<file path="config.mk">
export PLATFORM = sky130hd
export DESIGN_NAME = noc_spike_packetizer
export DESIGN_NICKNAME = d
export VERILOG_FILES = /design/src/rtl/noc_spike_packetizer.sv
export SDC_FILE = /design/constraint.sdc
export NUM_CORES = 1
export LEC_CHECK = 0
export CAP_MARGIN = 10
export CORE_MARGIN = 5
export CORE_UTILIZATION = 30
export CTS_CLUSTER_DIAMETER = 200
export DETAILED_ROUTE_END_ITERATION = 10
export GPL_ROUTABILITY_DRIVEN = 1
export GPL_TIMING_DRIVEN = 0
export PLACE_DENSITY = 0.6
export SLEW_MARGIN = 20
export SYNTH_ARGS = -nofsm -noshare
export SYNTH_HDL_FRONTEND = slang
export SYNTH_SLANG_ARGS = --single-unit
</file>
<file path="constraint.sdc">
create_clock -name clk -period 2.4 [get_ports clk]
set_input_delay 0.24 -clock clk [delete_from_list [all_inputs] [get_ports clk]]
set_output_delay 0.24 -clock clk [all_outputs]
set_load 0.01 [all_outputs]
</file>
<file path="src/rtl/noc_spike_packetizer.sv">
// noc_spike_packetizer
//   Network-clock stage behind the CPU-to-network async FIFO. Pops spike
//   descriptors from a first-word-fall-through FIFO and groups consecutive
//   words for the same destination router into one wormhole packet
//   (HEAD, BODY*, TAIL) on the router local input port.
//   A burst is closed by the length cap, a destination change or an idle
//   timeout on an empty FIFO.
//
// Ports:
//   clk           network clock
//   reset         synchronous, active-high reset
//   fifo_rd_en    pop strobe to the FIFO (combinational)
//   fifo_rd_data  FIFO head word, valid while fifo_empty=0
//   fifo_empty    FIFO empty flag
//   flit_out      {type[1:0], payload}, registered
//   flit_valid    flit_out valid, registered
//   flit_ready    router accepts the flit
//   busy          high whenever a packet is in progress (state != IDLE)
module noc_spike_packetizer #(
    parameter int unsigned DATA_WIDTH = 32,
    parameter int unsigned MAX_BURST  = 4,
    parameter int unsigned TIMEOUT    = 8,
    parameter logic [3:0]  SRC_X      = 4'd0,
    parameter logic [3:0]  SRC_Y      = 4'd0
) (
    input  logic                  clk,
    input  logic                  reset,
    output logic                  fifo_rd_en,
    input  logic [DATA_WIDTH-1:0] fifo_rd_data,
    input  logic                  fifo_empty,
    output logic [DATA_WIDTH+1:0] flit_out,
    output logic                  flit_valid,
    input  logic                  flit_ready,
    output logic                  busy
);

    localparam int unsigned BEAT_W = (MAX_BURST > 1) ? $clog2(MAX_BURST) : 1;
    localparam int unsigned WAIT_W = (TIMEOUT > 0) ? $clog2(TIMEOUT + 1) : 1;
    localparam logic [BEAT_W-1:0] BEAT_LAST  = BEAT_W'(MAX_BURST - 1);
    localparam logic [WAIT_W-1:0] WAIT_LIMIT = WAIT_W'(TIMEOUT);

    localparam logic [1:0] T_HEAD = 2'b01;
    localparam logic [1:0] T_BODY = 2'b00;
    localparam logic [1:0] T_TAIL = 2'b10;

    typedef enum logic [2:0] {
        S_IDLE,
        S_HEAD,
        S_BODY,
        S_WAIT,
        S_TAIL
    } state_t;

    state_t                r_state, w_state_nx;
    logic [DATA_WIDTH-1:0] r_hold, w_hold_nx;
    logic [7:0]            r_cur_dest, w_cur_dest_nx;
    logic [BEAT_W-1:0]     r_beat_cnt, w_beat_nx;
    logic [WAIT_W-1:0]     r_wait_cnt, w_wait_nx;
    logic [DATA_WIDTH+1:0] r_flit, w_flit_nx;
    logic                  r_valid, w_valid_nx;

    logic [7:0]            w_dest;
    logic [DATA_WIDTH-1:0] w_head_payload;
    logic                  w_xfer;
    logic                  w_decide;
    logic                  w_more;
    logic                  w_close;
    logic                  w_pop;

    assign w_dest = fifo_rd_data[DATA_WIDTH-1 -: 8];
    assign w_xfer = r_valid & flit_ready;

    // HEAD is only built in IDLE, where cur_dest is being loaded from w_dest.
    always_comb begin
        w_head_payload = '0;
        w_head_payload[DATA_WIDTH-1 -: 16] = {w_dest, SRC_X, SRC_Y};
    end

    // Burst continuation / closing conditions, in priority order (more wins).
    assign w_more  = !fifo_empty && (w_dest == r_cur_dest) && (r_beat_cnt < BEAT_LAST);
    assign w_close = (r_beat_cnt == BEAT_LAST)
                   || (!fifo_empty && (w_dest != r_cur_dest))
                   || (r_wait_cnt >= WAIT_LIMIT);

    // WAIT has no flit pending, so it re-evaluates every cycle.
    assign w_decide = (((r_state == S_HEAD) || (r_state == S_BODY)) && w_xfer)
                    || (r_state == S_WAIT);

    always_comb begin
        w_state_nx    = r_state;
        w_hold_nx     = r_hold;
        w_cur_dest_nx = r_cur_dest;
        w_beat_nx     = r_beat_cnt;
        w_wait_nx     = r_wait_cnt;
        w_flit_nx     = r_flit;
        w_valid_nx    = r_valid;
        w_pop         = 1'b0;

        case (r_state)
            S_IDLE: begin
                if (!fifo_empty) begin
                    w_pop         = 1'b1;
                    w_hold_nx     = fifo_rd_data;
                    w_cur_dest_nx = w_dest;
                    w_flit_nx     = {T_HEAD, w_head_payload};
                    w_valid_nx    = 1'b1;
                    w_state_nx    = S_HEAD;
                end
            end
            S_TAIL: begin
                if (w_xfer) begin
                    w_valid_nx = 1'b0;
                    w_beat_nx  = '0;
                    w_wait_nx  = '0;
                    w_state_nx = S_IDLE;
                end
            end
            default: ;
        endcase

        if (w_decide) begin
            if (w_more) begin
                w_flit_nx  = {T_BODY, r_hold};
                w_pop      = 1'b1;
                w_hold_nx  = fifo_rd_data;
                w_beat_nx  = r_beat_cnt + 1'b1;
                w_wait_nx  = '0;
                w_valid_nx = 1'b1;
                w_state_nx = S_BODY;
            end else if (w_close) begin
                w_flit_nx  = {T_TAIL, r_hold};
                w_valid_nx = 1'b1;
                w_state_nx = S_TAIL;
            end else begin
                w_valid_nx = 1'b0;
                if (r_wait_cnt != WAIT_LIMIT) begin
                    w_wait_nx = r_wait_cnt + 1'b1;
                end
                w_state_nx = S_WAIT;
            end
        end
    end

    always_ff @(posedge clk) begin
        if (reset) begin
            r_state    <= S_IDLE;
            r_hold     <= '0;
            r_cur_dest <= '0;
            r_beat_cnt <= '0;
            r_wait_cnt <= '0;
            r_flit     <= '0;
            r_valid    <= 1'b0;
        end else begin
            r_state    <= w_state_nx;
            r_hold     <= w_hold_nx;
            r_cur_dest <= w_cur_dest_nx;
            r_beat_cnt <= w_beat_nx;
            r_wait_cnt <= w_wait_nx;
            r_flit     <= w_flit_nx;
            r_valid    <= w_valid_nx;
        end
    end

    // A pop must never happen while reset discards the captured word.
    assign fifo_rd_en = w_pop & ~reset;
    assign flit_out   = r_flit;
    assign flit_valid = r_valid;
    assign busy       = (r_state != S_IDLE);

endmodule

</file>
==> impl_metrics.ini, run 1 <==
[run_status]
outcome = finished, final reports clean

[sta]
finClkSkew_ps = 7.905
max_freq_mhz = 465.1
layout_worst_path_cycle_share_pct = 89.59
timing.final.hold_violations = 0
tightestPinTransition_ps = 808.1
setup_tns_ps = 0
setup_violations = 0
shortest_period_the_worst_path_allows_ps = 2150
grt_setup_unrepaired = no
slew_headroom_pct = 45.93
final_max_slew_viol_count = 0

[setup_path]
required_ps = 2160
worst_r2r_path_depth = 7
cpPeakStageDelay_ps = 460
maximum_fanout_along_the_worst_path = 3
regToRegStartpoint = r_beat_cnt[0]
worst_r2r_endpoint = flit_out[20]
cp_slowest_cell = clkdlybuf4s50_1
crit_path_start = fifo_rd_data[26]
worst_setup_path_start_kind = input pin
arrival_ps = 1910
endpoint_kind = output port
timing.reg2reg.setup_slack_ps = 260
setup.worst_path.class = in -> out
cp_cell_sequence = clkdlybuf4s50_1 -> xor2_1 -> nor4_4 -> nand4_4 -> a21oi_1 -> dlygate4sd2_1

[synth]
synth.cell_area_um2 = 3533
synth_adder_area_share_pct = 1.062
synth_sequential_area_ratio_pct = 47.59
postSynthCellCount = 406
yosys_warnings = 0
synth.mux.area_fraction_pct = 0.3187
synthXorXnorAreaFrac_pct = 2.231
average_instance_area_after_synthesis_um2 = 8.703
synth_nets = 445
ys_seq_elements = 84
post_synth_and_or_nand_nor_area_fraction_pct = 20.79
post-synth-top-area-fraction_pct = 47.59
synth_top_family_by_area = compound AO/OA/AOI/OAI gates
yosys-top-cells-area = dfxtp_1, a21oi_1, a21bo_1
synth_cell_type_count = 30
netlist.top_cell.by_area = dfxtp_1
synth-compound-area-share_pct = 22.77

[cts]
cts_tree = built
tritoncts_buffer_count = 9
post_cts_hold_buffer_count = 0
cts.path.max_buffers = 2
worst_skew_late_latency_ps = 330
tritoncts_num_sinks = 84
clkTransAtPathRegs_ps = 70
cts_root_buffer = clkbuf_16
h-tree-depth = 3

[layout]
post_route_non_filler_standard_cell_count = 636
post_route_cells_drive_above_1_share_pct = 7.099
n_fill_cell = 1158
antennaDiodeCount = 0
areaGrowthSynthToFinish_pct = 33.78
final_nets = 527

[min_path]
path_category_of_the_worst_min_delay_check = reg -> reg
hold_path_startpoint = r_hold[18]
worstHoldEndpoint = flit_out[18]
worstHoldPathCells = 2

[place]
port_buffers = 72
gpl.final_weighted_congestion = 0.8235
placed_cells = 621
detailedPlacementHpwl_mm = 7.330

[die]
core_um2 = 11470
row_count = 39
die-area_um2 = 14050
initial_util_pct = 30.81
die_y_um = 118.5
ports = 73
die_x_um = 118.5

[route]
drt-initial-drc-count = 218
vias = 3138
detailed_route_drc_error_count = 0
number_of_vias_per_cell_after_detailed_routing = 4.934
routed_wl_mm = 9.937
post_drt_wl_per_cell_um = 15.62
drt_first_pass_iters = 4
ant_nets = 0

[global_route]
initial_antenna_violation_count = 0
grt_pass1_vias = 3196
grt_max_degree = 28
grt_first_pass_wirelength_mm = 16.10
grt.total_usage_pct = 13.93
grt_remaining_overflow = 0

[run]
max_cap_violations = 0

[power]
p_per_area_nw_per_um2 = 703.6
power.leakage_nw = 1.702
vdd_ir_drop_max_v = 0.0003408
## layout make-up
class                      count  area, µm²  share of cell area [%]
timing repair buffer          74      734.5                   15.54
inverter                       3      11.26                  0.2382
clock buffer                   9      225.2                   4.764
tap                          143      178.9                   3.785
multi-input combinational    283       1677                   35.47
buffer                        33      161.4                   3.415
sequential                    84       1682                   35.57
clock inverter                 7      57.56                   1.218
## sequential cells by signal (all words and copies together) (netlist names)
register / flops
flit_out: 34
r_state: 3
r_beat_cnt: 2
r_wait_cnt: 4
flit_valid: 1
r_hold: 32
r_cur_dest: 8
## logic make-up (layout without fill, tap and decap cells)
group	Yosys count	count (layout)
xor+xnor	9	9
mux	1	1
fa+ha+maj	3	3
flops	84	84
simple gates	152	152
buf+inv	39	126
compound gates	118	118
## critical path, delay by kind of cell
kind | cells | cell delay [ps]
buffers and inverters | 2 | 750
xor gates and xnor gates | 1 | 190
and+or+nand+nor | 2 | 540
AOI/OAI and AO/OA | 1 | 200
## metal layers
layer  global-route usage [%]  vias to the layer above  routed length (µm)
met2                    23.57                       63                4764
met4                    4.678                        0                 148
met3                    3.677                       14                 437
met1                    17.18                     1471                4586
met5                        0                        -                   0
li1                         -                     1590                   -
## power breakdown
| group | total [mW] | internal (mW) | switching (mW) |
|---|---|---|---|
| clock network | 1.31 | 0.717 | 0.593 |
| registers | 1.53 | 1.48 | 0.0535 |
| logic | 0.484 | 0.216 | 0.268 |
## what timing repair did
item                                    in CTS  in global routing
gates resized for setup                      3                  0
endpoints found under the setup margin       1                  0
setup buffers                                2                  0
## placed cells by master (no fill, tap or decap), drive strengths merged, types with 2 or more instances in the layout
| cell type | n |
|---|---|
| dfxtp | 84 |
| a21oi | 72 |
| clkdlybuf4s50 | 71 |
| nand3 | 63 |
| nand2 | 55 |
| a21bo | 32 |
| clkbuf | 26 |
| buf | 18 |
| nor2 | 12 |
| xor2 | 9 |
| a311oi | 8 |
| inv | 7 |
| nor3 | 6 |
| nand2b | 5 |
| nand4 | 4 |
| ha | 3 |
| nor2b | 2 |
| a31oi | 2 |
| clkinvlp | 2 |
| nor3b | 2 |
## how the worst max path moves through the flow
| stage | to | cells past startpoint | slack, ps |
|---|---|---|---|
| detailed placement | fifo_rd_en | 7 | -610 |
| finish | fifo_rd_en | 6 | 250 |
| CTS | fifo_rd_en | 6 | 230 |
| global route | flit_out[20] | 7 | 80 |
| global placement | fifo_rd_en | 7 | -610 |
| floorplan | fifo_rd_en | 5 | 600 |
## cells in the mapped netlist (all sizes together)
cell    instances
or3             1
dfxtp          84
nor2           12
nand3          63
o32ai           1
nor3            6
nand2          55
o22ai           1
o21ai           1
ha              3
nand4           4
nor4            1
inv             3
or2             1
xor2            9
clkbuf         18
a211oi          1
buf            18
a21bo          32
nor3b           2
a311oi          8
nand2b          5
nor2b           2
a31oi           2
a21oi          72
mux2            1
## metrics by stage
step	total power, mW	area [µm²]	hold WS, ps	setup WS (ps)	util [%]
final	3.326	4727	453.3	249.8	41.22
after global routing	3.467	4727	477.0	79.39	41.22
after CTS	3.356	4727	456.9	226.6	41.22
after detailed placement	2.049	4433	446.9	-612.9	38.66
after global placement	2.039	4433	446.4	-610.3	38.66
after floorplan	1.835	3533	398.5	597.4	-
Note: power is estimated with default switching activity, not from simulation.
==> run 2: changes to the inputs <==
- CTS_CLUSTER_SIZE: not set -> 28
==> results of run 2 <==
No change in the layout: final DEF, timing and power equal those of run 1.
